`src/rtl/pll_50_to_25.sv`:
```
// Register-based clock divider with lock indicator; drop-in replacement for a vendor PLL
// producing the 25 MHz pixel clock c0 from the 50 MHz reference inclk0.
module pll_50_to_25 #(
  parameter int DIV         = 2,
  parameter int LOCK_CYCLES = 1024,
  parameter int CNT_W       = 16
) (
  input  logic inclk0,
  input  logic areset,
  output logic c0,
  output logic locked
);

  localparam int PH_W = (DIV > 2) ? $clog2(DIV) : 1;
  localparam logic [PH_W-1:0]  PH_MAX   = PH_W'(DIV - 1);
  localparam logic [PH_W-1:0]  PH_HALF  = PH_W'(DIV / 2);
  localparam logic [CNT_W-1:0] LOCK_MAX = CNT_W'(LOCK_CYCLES);

  if ((DIV < 2) || ((DIV % 2) != 0)) begin : g_bad_div
    $fatal(1, "pll_50_to_25: DIV must be even and >= 2");
  end
  if ((LOCK_CYCLES < 1) || (LOCK_CYCLES >= (1 << CNT_W))) begin : g_bad_lock
    $fatal(1, "pll_50_to_25: LOCK_CYCLES must be >= 1 and < 2**CNT_W");
  end

  logic rst_meta;
  logic rst_sync;

  // Release is resynchronised so the divider never starts on a metastable reset edge;
  // assertion still propagates asynchronously through the set path.
  always_ff @(posedge inclk0 or posedge areset) begin
    if (areset) begin
      rst_meta <= 1'b1;
      rst_sync <= 1'b1;
    end else begin
      // NOTE: non-blocking here is what makes these two flops a shift chain, not one wire.
      rst_meta <= 1'b0;
      rst_sync <= rst_meta;
    end
  end

  logic [PH_W-1:0]  ph;
  logic [PH_W-1:0]  ph_next;
  logic [CNT_W-1:0] lc;
  logic [CNT_W-1:0] lc_next;

  always_comb begin
    // NOTE: every output of this block is assigned before any branch, so no latch is inferred.
    ph_next = (ph == PH_MAX) ? '0 : ph + 1'b1;
    lc_next = (lc < LOCK_MAX) ? lc + 1'b1 : lc;
    // lc is zero only on the first edge after release; that edge loads phase 0 so c0 rises.
    if (lc == '0) ph_next = '0;
  end

  always_ff @(posedge inclk0 or posedge rst_sync) begin
    if (rst_sync) begin
      ph     <= '0;
      lc     <= '0;
      c0     <= 1'b0;
      locked <= 1'b0;
    end else begin
      ph     <= ph_next;
      lc     <= lc_next;
      c0     <= (ph_next < PH_HALF);
      locked <= (lc_next == LOCK_MAX);
    end
  end

endmodule

```
`config.mk`:
```
export PLATFORM = sky130hd
export DESIGN_NAME = pll_50_to_25
export DESIGN_NICKNAME = d
export VERILOG_FILES = /design/src/rtl/pll_50_to_25.sv
export SDC_FILE = /design/constraint.sdc
export NUM_CORES = 1
export LEC_CHECK = 0
export CORE_ASPECT_RATIO = 1.1
export CORE_MARGIN = 1.5
export CORE_UTILIZATION = 53
export DETAILED_ROUTE_END_ITERATION = 8
export PLACE_DENSITY = 0.71
export SYNTH_ARGS = -nofsm -noshare
export SYNTH_HDL_FRONTEND = slang
export SYNTH_SLANG_ARGS = --single-unit
export TNS_END_PERCENT = 100
```
`constraint.sdc`:
```
create_clock -name inclk0 -period 0.84 [get_ports inclk0]
set_input_delay 0.21 -clock inclk0 [delete_from_list [all_inputs] [get_ports inclk0]]
set_output_delay 0.21 -clock inclk0 [all_outputs]
set_load 0.02 [all_outputs]
```
### Yosys cells after proc, flatten, opt, wreduce, memory -nomap -nowiden

Cells that the tools add are included.

| storage, ports and cells | value |
|---|---|
| register bits after elaboration | 21 |

| cells by class | value |
|---|---|
| add/subtract/negate cells | 2 |
| order comparisons | 2 |
| eq/ne operators | 1 |
| multiplexer cells | 3 |
| reductions and logical operators | 1 |

Operators by type and width:

| cell | number |
|---|---|
| adder 16 x 1 -> 16 bit (second input constant) | 1 |
| == test 16 x 11 -> 1 bit (second input constant) | 1 |
| zero test 16 bit | 1 |
| < comparator 16 x 11 -> 1 bit (second input constant) | 1 |
| 2-to-1 mux 16 bit | 1 |
| 2-to-1 mux 1 bit | 2 |
| adder 1 bit (second input constant) | 1 |
| < comparator 1 bit (second input constant) | 1 |

### Longest topological paths before layout

| logic depth | value |
|---|---|
| word-level depth | 4 |
| gate-level depth with buffers | 6 |
| gate-level depth less buffers | 6 |

### Least setup slack after synthesis

OpenSTA, ideal clock, no wires.

| timing | value |
|---|---|
| kind | reg2reg |
| from | register lc[11] |
| to | register locked |
| setup time | 0.095 ns |
| data arrival time | 2.200 ns |
| required time | 0.745 ns |
| path slack | -1.455 ns |
| cell stages (with the launch flop) | 6 |
| clock period less this slack | 2.295 ns |
| path through | dfrtp_1 > or4_4 > or4_4 > mux2_4 > a211o_1 > nor4b_2 |

| between the ends | value |
|---|---|
| cells in the longest elaborated chain, start to end | 3 |
| elaborated cells between the ends (all ways) | 4 |
| classes of those cells | add/sub: 1; order compare: 1; eq/ne: 1; mux: 1 |

RTL lines:

| element | line | text |
|---|---|---|
| from (decl) | 44 | `logic [CNT_W-1:0] lc;` |
| from (signal assigned) | 63 | `lc <= lc_next;` |
| adder 16 x 1 -> 16 bit / < comparator 16 x 11 -> 1 bit (equally long branches) | 50 | `lc_next = (lc < LOCK_MAX) ? lc + 1'b1 : lc;` |
| 2-to-1 mux 16 bit (*) | 50 |  |
| == test 16 x 11 -> 1 bit (*) | 65 | `locked <= (lc_next == LOCK_MAX);` |
| to (signal assigned) | 65 |  |
| to (decl) | 11 | `output logic locked` |

Every way passes the cells marked *; elsewhere a longest branch is shown, timed or not.

### Worst setup path in the final report

| timing | value |
|---|---|
| from | register lc[15] |
| to | register locked |

Same word-level chain as after synthesis.

==> metrics <==
layout cells sized above 1=42.7%; largest net degree at the start of global routing=20; CTS Hold Bufs=0; main combinational cell family by area after synthesis=simple AND/OR/NAND/NOR gates; gr busiest metal=met2; Reg clk slew, reported paths=0.11 ns; port bufs=3; syn nets=94; Post-Synth Adder-Cell Area=2.51%; CTS root buf=clkbuf_4; final worst slack=-1.51 ns; vias in the first global route=759; CP most frequent cell=or4_4; Net Sw Power=313 µW; # Max-Cap Violations=0; via/cell ratio=5.47; Setup crit end kind=flop; Crit path largest cell delay=0.56 ns; post-synthesis mux area share=1.50%; RSZ-0062 raised after global routing=true; Die Area=2150 µm²; WS Path Type=flop to flop; crit path time final=2.35 ns; clock sink count=21; synth-to-layout area growth=31.7%; grt met1 use=30.4%; Via Count=738; final WL=2070 µm; power per cell area=1160 nW/µm²; Max Freq=0.426 GHz; Layout Nets=122; critical path's slowest cell=or4_4; Seq pwr share=66.9%; Bufs and invs on worst path=0; Global Route met2 Usage=32.8%; Die X=44.4 µm; Iteration-0 DRC Markers=15; crit-path max FO=2; total chip power=1.53 mW; Final period util=280%; first-pass GRT wire length=3420 µm; Synth top area share=47.6%; setup TNS=-13.39 ns; Comb pwr share=1.8%; grt ovf=0; Sw Share=20.5%; num ports=4; GPL Wtd Cong=0.795; GR Util met3=2.99%; status=finished with violations; final setup skew=0.00105 ns; CP top delay family=simple AND/OR/NAND/NOR gates; Post-Synth XOR/XNOR Area=11.4%; Post-Syn Area=998 µm²; Yosys reg bits=21; Hold Vio Cnt, Final=0; TritonCTS Buffers=3; initial antenna violation count=0; Die Y-Extent=48.5 µm; cell taking the most area after synthesis=dfrtp_1; post-layout util=73.8%; DP Worst Slack=-1.48 ns; Post-Syn Area per Cell=11.1 µm²; Final setup viols=16; crit start category=flop; remaining routing DRC violations=0; CTS tree=built; Min Hold Slack=0.213 ns; Hold Path Class=input port to async pin; critical-path cell list=or4_4, or4_4, mux2_4, a211o_1, nor4b_2; dpl hpwl=1370 µm; Skew-Pair Late Insertion Delay=0.30 ns; synth warn=0; drt pass-1 iters=4; initial core utilization=56.0%; Clock Path Buffers=2; P_leak=0.654 nW; H-tree levels=1; compound-gate portion of the synthesized area=4.26%; Post-Synthesis Cells=90; top post-synthesis cells by area=dfrtp_1 48%, xnor2_1 8.8%, dfstp_2 5.3%, xor2_1 2.6%, ha_1 2.5%; simple-gate area share of the yosys netlist=20.9%; Total Routing Usage GR=22.0%; n_diodes=0; post-route ant nets=0; Max IR drop VDD=1140 µV; area of the core=1780 µm²; Clk pwr share=31.3%; worst path arrival time=2.56 ns; num rows=16; critical path required time=1.05 ns; internal power=1.21 mW; WL/cell=15.3 µm; Slew Viols, Final=0; synth unique cells=33; sequential share of the synthesized area=52.9%; failing checks=setup timing
registers in the layout, indices dropped and copies added (netlist names):
register,cells
rst_sync,1
locked,1
c0,1
rst_meta,1
ph,1
lc,16
synth_stat cells:
| master | count |
|---|---|
| and4b_1 | 1 |
| and4_1 | 1 |
| or3_1 | 1 |
| or4_4 | 2 |
| buf_2 | 2 |
| a41o_1 | 1 |
| nand4bb_2 | 1 |
| inv_1 | 6 |
| a21oi_1 | 1 |
| dfrtp_1 | 19 |
| nor2_1 | 4 |
| or3_2 | 1 |
| nor4_1 | 2 |
| nor4b_1 | 1 |
| mux2_4 | 1 |
| conb_1 | 1 |
| dlygate4sd3_1 | 1 |
| nor3_1 | 2 |
| a31o_2 | 1 |
| nand4_1 | 3 |
| or2_2 | 1 |
| a211o_1 | 1 |
| nor4b_2 | 1 |
| nand2b_1 | 1 |
| o21ai_0 | 2 |
| dfstp_2 | 2 |
| xor2_1 | 3 |
| nand2_1 | 6 |
| clkbuf_1 | 5 |
| and3_1 | 2 |
| nand3_1 | 2 |
| ha_1 | 2 |
| xnor2_1 | 10 |
power by group through the flow:
stage / combinational, mW / sequential (mW) / clock, mW
finish: 0.0281 / 1.02 / 0.477
global route: 0.0350 / 1.02 / 0.518
CTS: 0.0293 / 1.02 / 0.505
detailed placement: 0.0292 / 1.04 / 0
global placement: 0.0285 / 1.04 / 0
floorplan: 0.0158 / 1.04 / 0
metrics by stage:
step | cells | area, µm²
finish | 135 | 1320
global route | 135 | 1320
CTS | 134 | 1280
detailed placement | 129 | 1210
global placement | 129 | 1210
floorplan | 90 | 997
metal layers:
layer  wire length [µm]  share of wire, %
met3                 64               3.1
met5                  0                 0
met4                 44               2.1
met1                892                43
met2               1070                52
repair_timing:
action | 4_1_cts | 5_1_grt
gates resized for setup | 21 | 5
setup endpoints to repair | 16 | 16
setup buffers | 1 | 1
pin swaps | 1 | 0
cell type report:
cell class | count | area, µm²
sequential | 21 | 528
fill | 137 | 467
multi-input combinational | 55 | 465
timing repair buffer | 31 | 250
clock buffer | 4 | 26.3
inverter | 6 | 22.5
tap | 18 | 22.5
final timing paths:
| path | depth (start not counted) | slack (ns) | from | endpoint |
|---|---|---|---|---|
| worst min-delay path | 2 | 0.21 | areset | rst_sync |
| worst max-delay path | 5 | -1.51 | lc[15] | locked |
| worst max register to register | 5 | -1.51 | lc[15] | locked |
| min in group inclk0 | 0 | 0.36 | rst_meta | rst_sync |
| max in group asynchronous | 2 | 0.37 | rst_sync | lc[8] |
| worst min register to register | 2 | 0.27 | rst_sync | lc[11] |
worst reg2reg max path, delay by kind of cell, from the launching register on:
family             cells  cell delay (ns)
AOI/OAI and AO/OA      1             0.24
muxes                  1             0.31
and+or+nand+nor        3             1.31
DFF                    1             0.39
cells by family after synthesis:
group                      Yosys count
xor gates and xnor gates            13
and+or+nand+nor                     32
muxes                                1
other                                1
buffers and inverters               14
adders and majority gates            2
AOI/OAI and AO/OA                    6
DFF                                 21
placed cells by master (no fill, tap or decap), types with 2 or more instances in the layout:
cell	n
buf_4	26
dfrtp_1	19
xnor2_1	7
inv_1	6
nand2_1	6
buf_6	4
nand4_1	3
xor2_1	3
xnor2_2	3
clkbuf_4	3
or4_4	2
nor4_1	2
nor2_4	2
and3_1	2
nand3_1	2
nor2_1	2
ha_1	2
dfstp_2	2
Power figures use the tool's default switching activity.
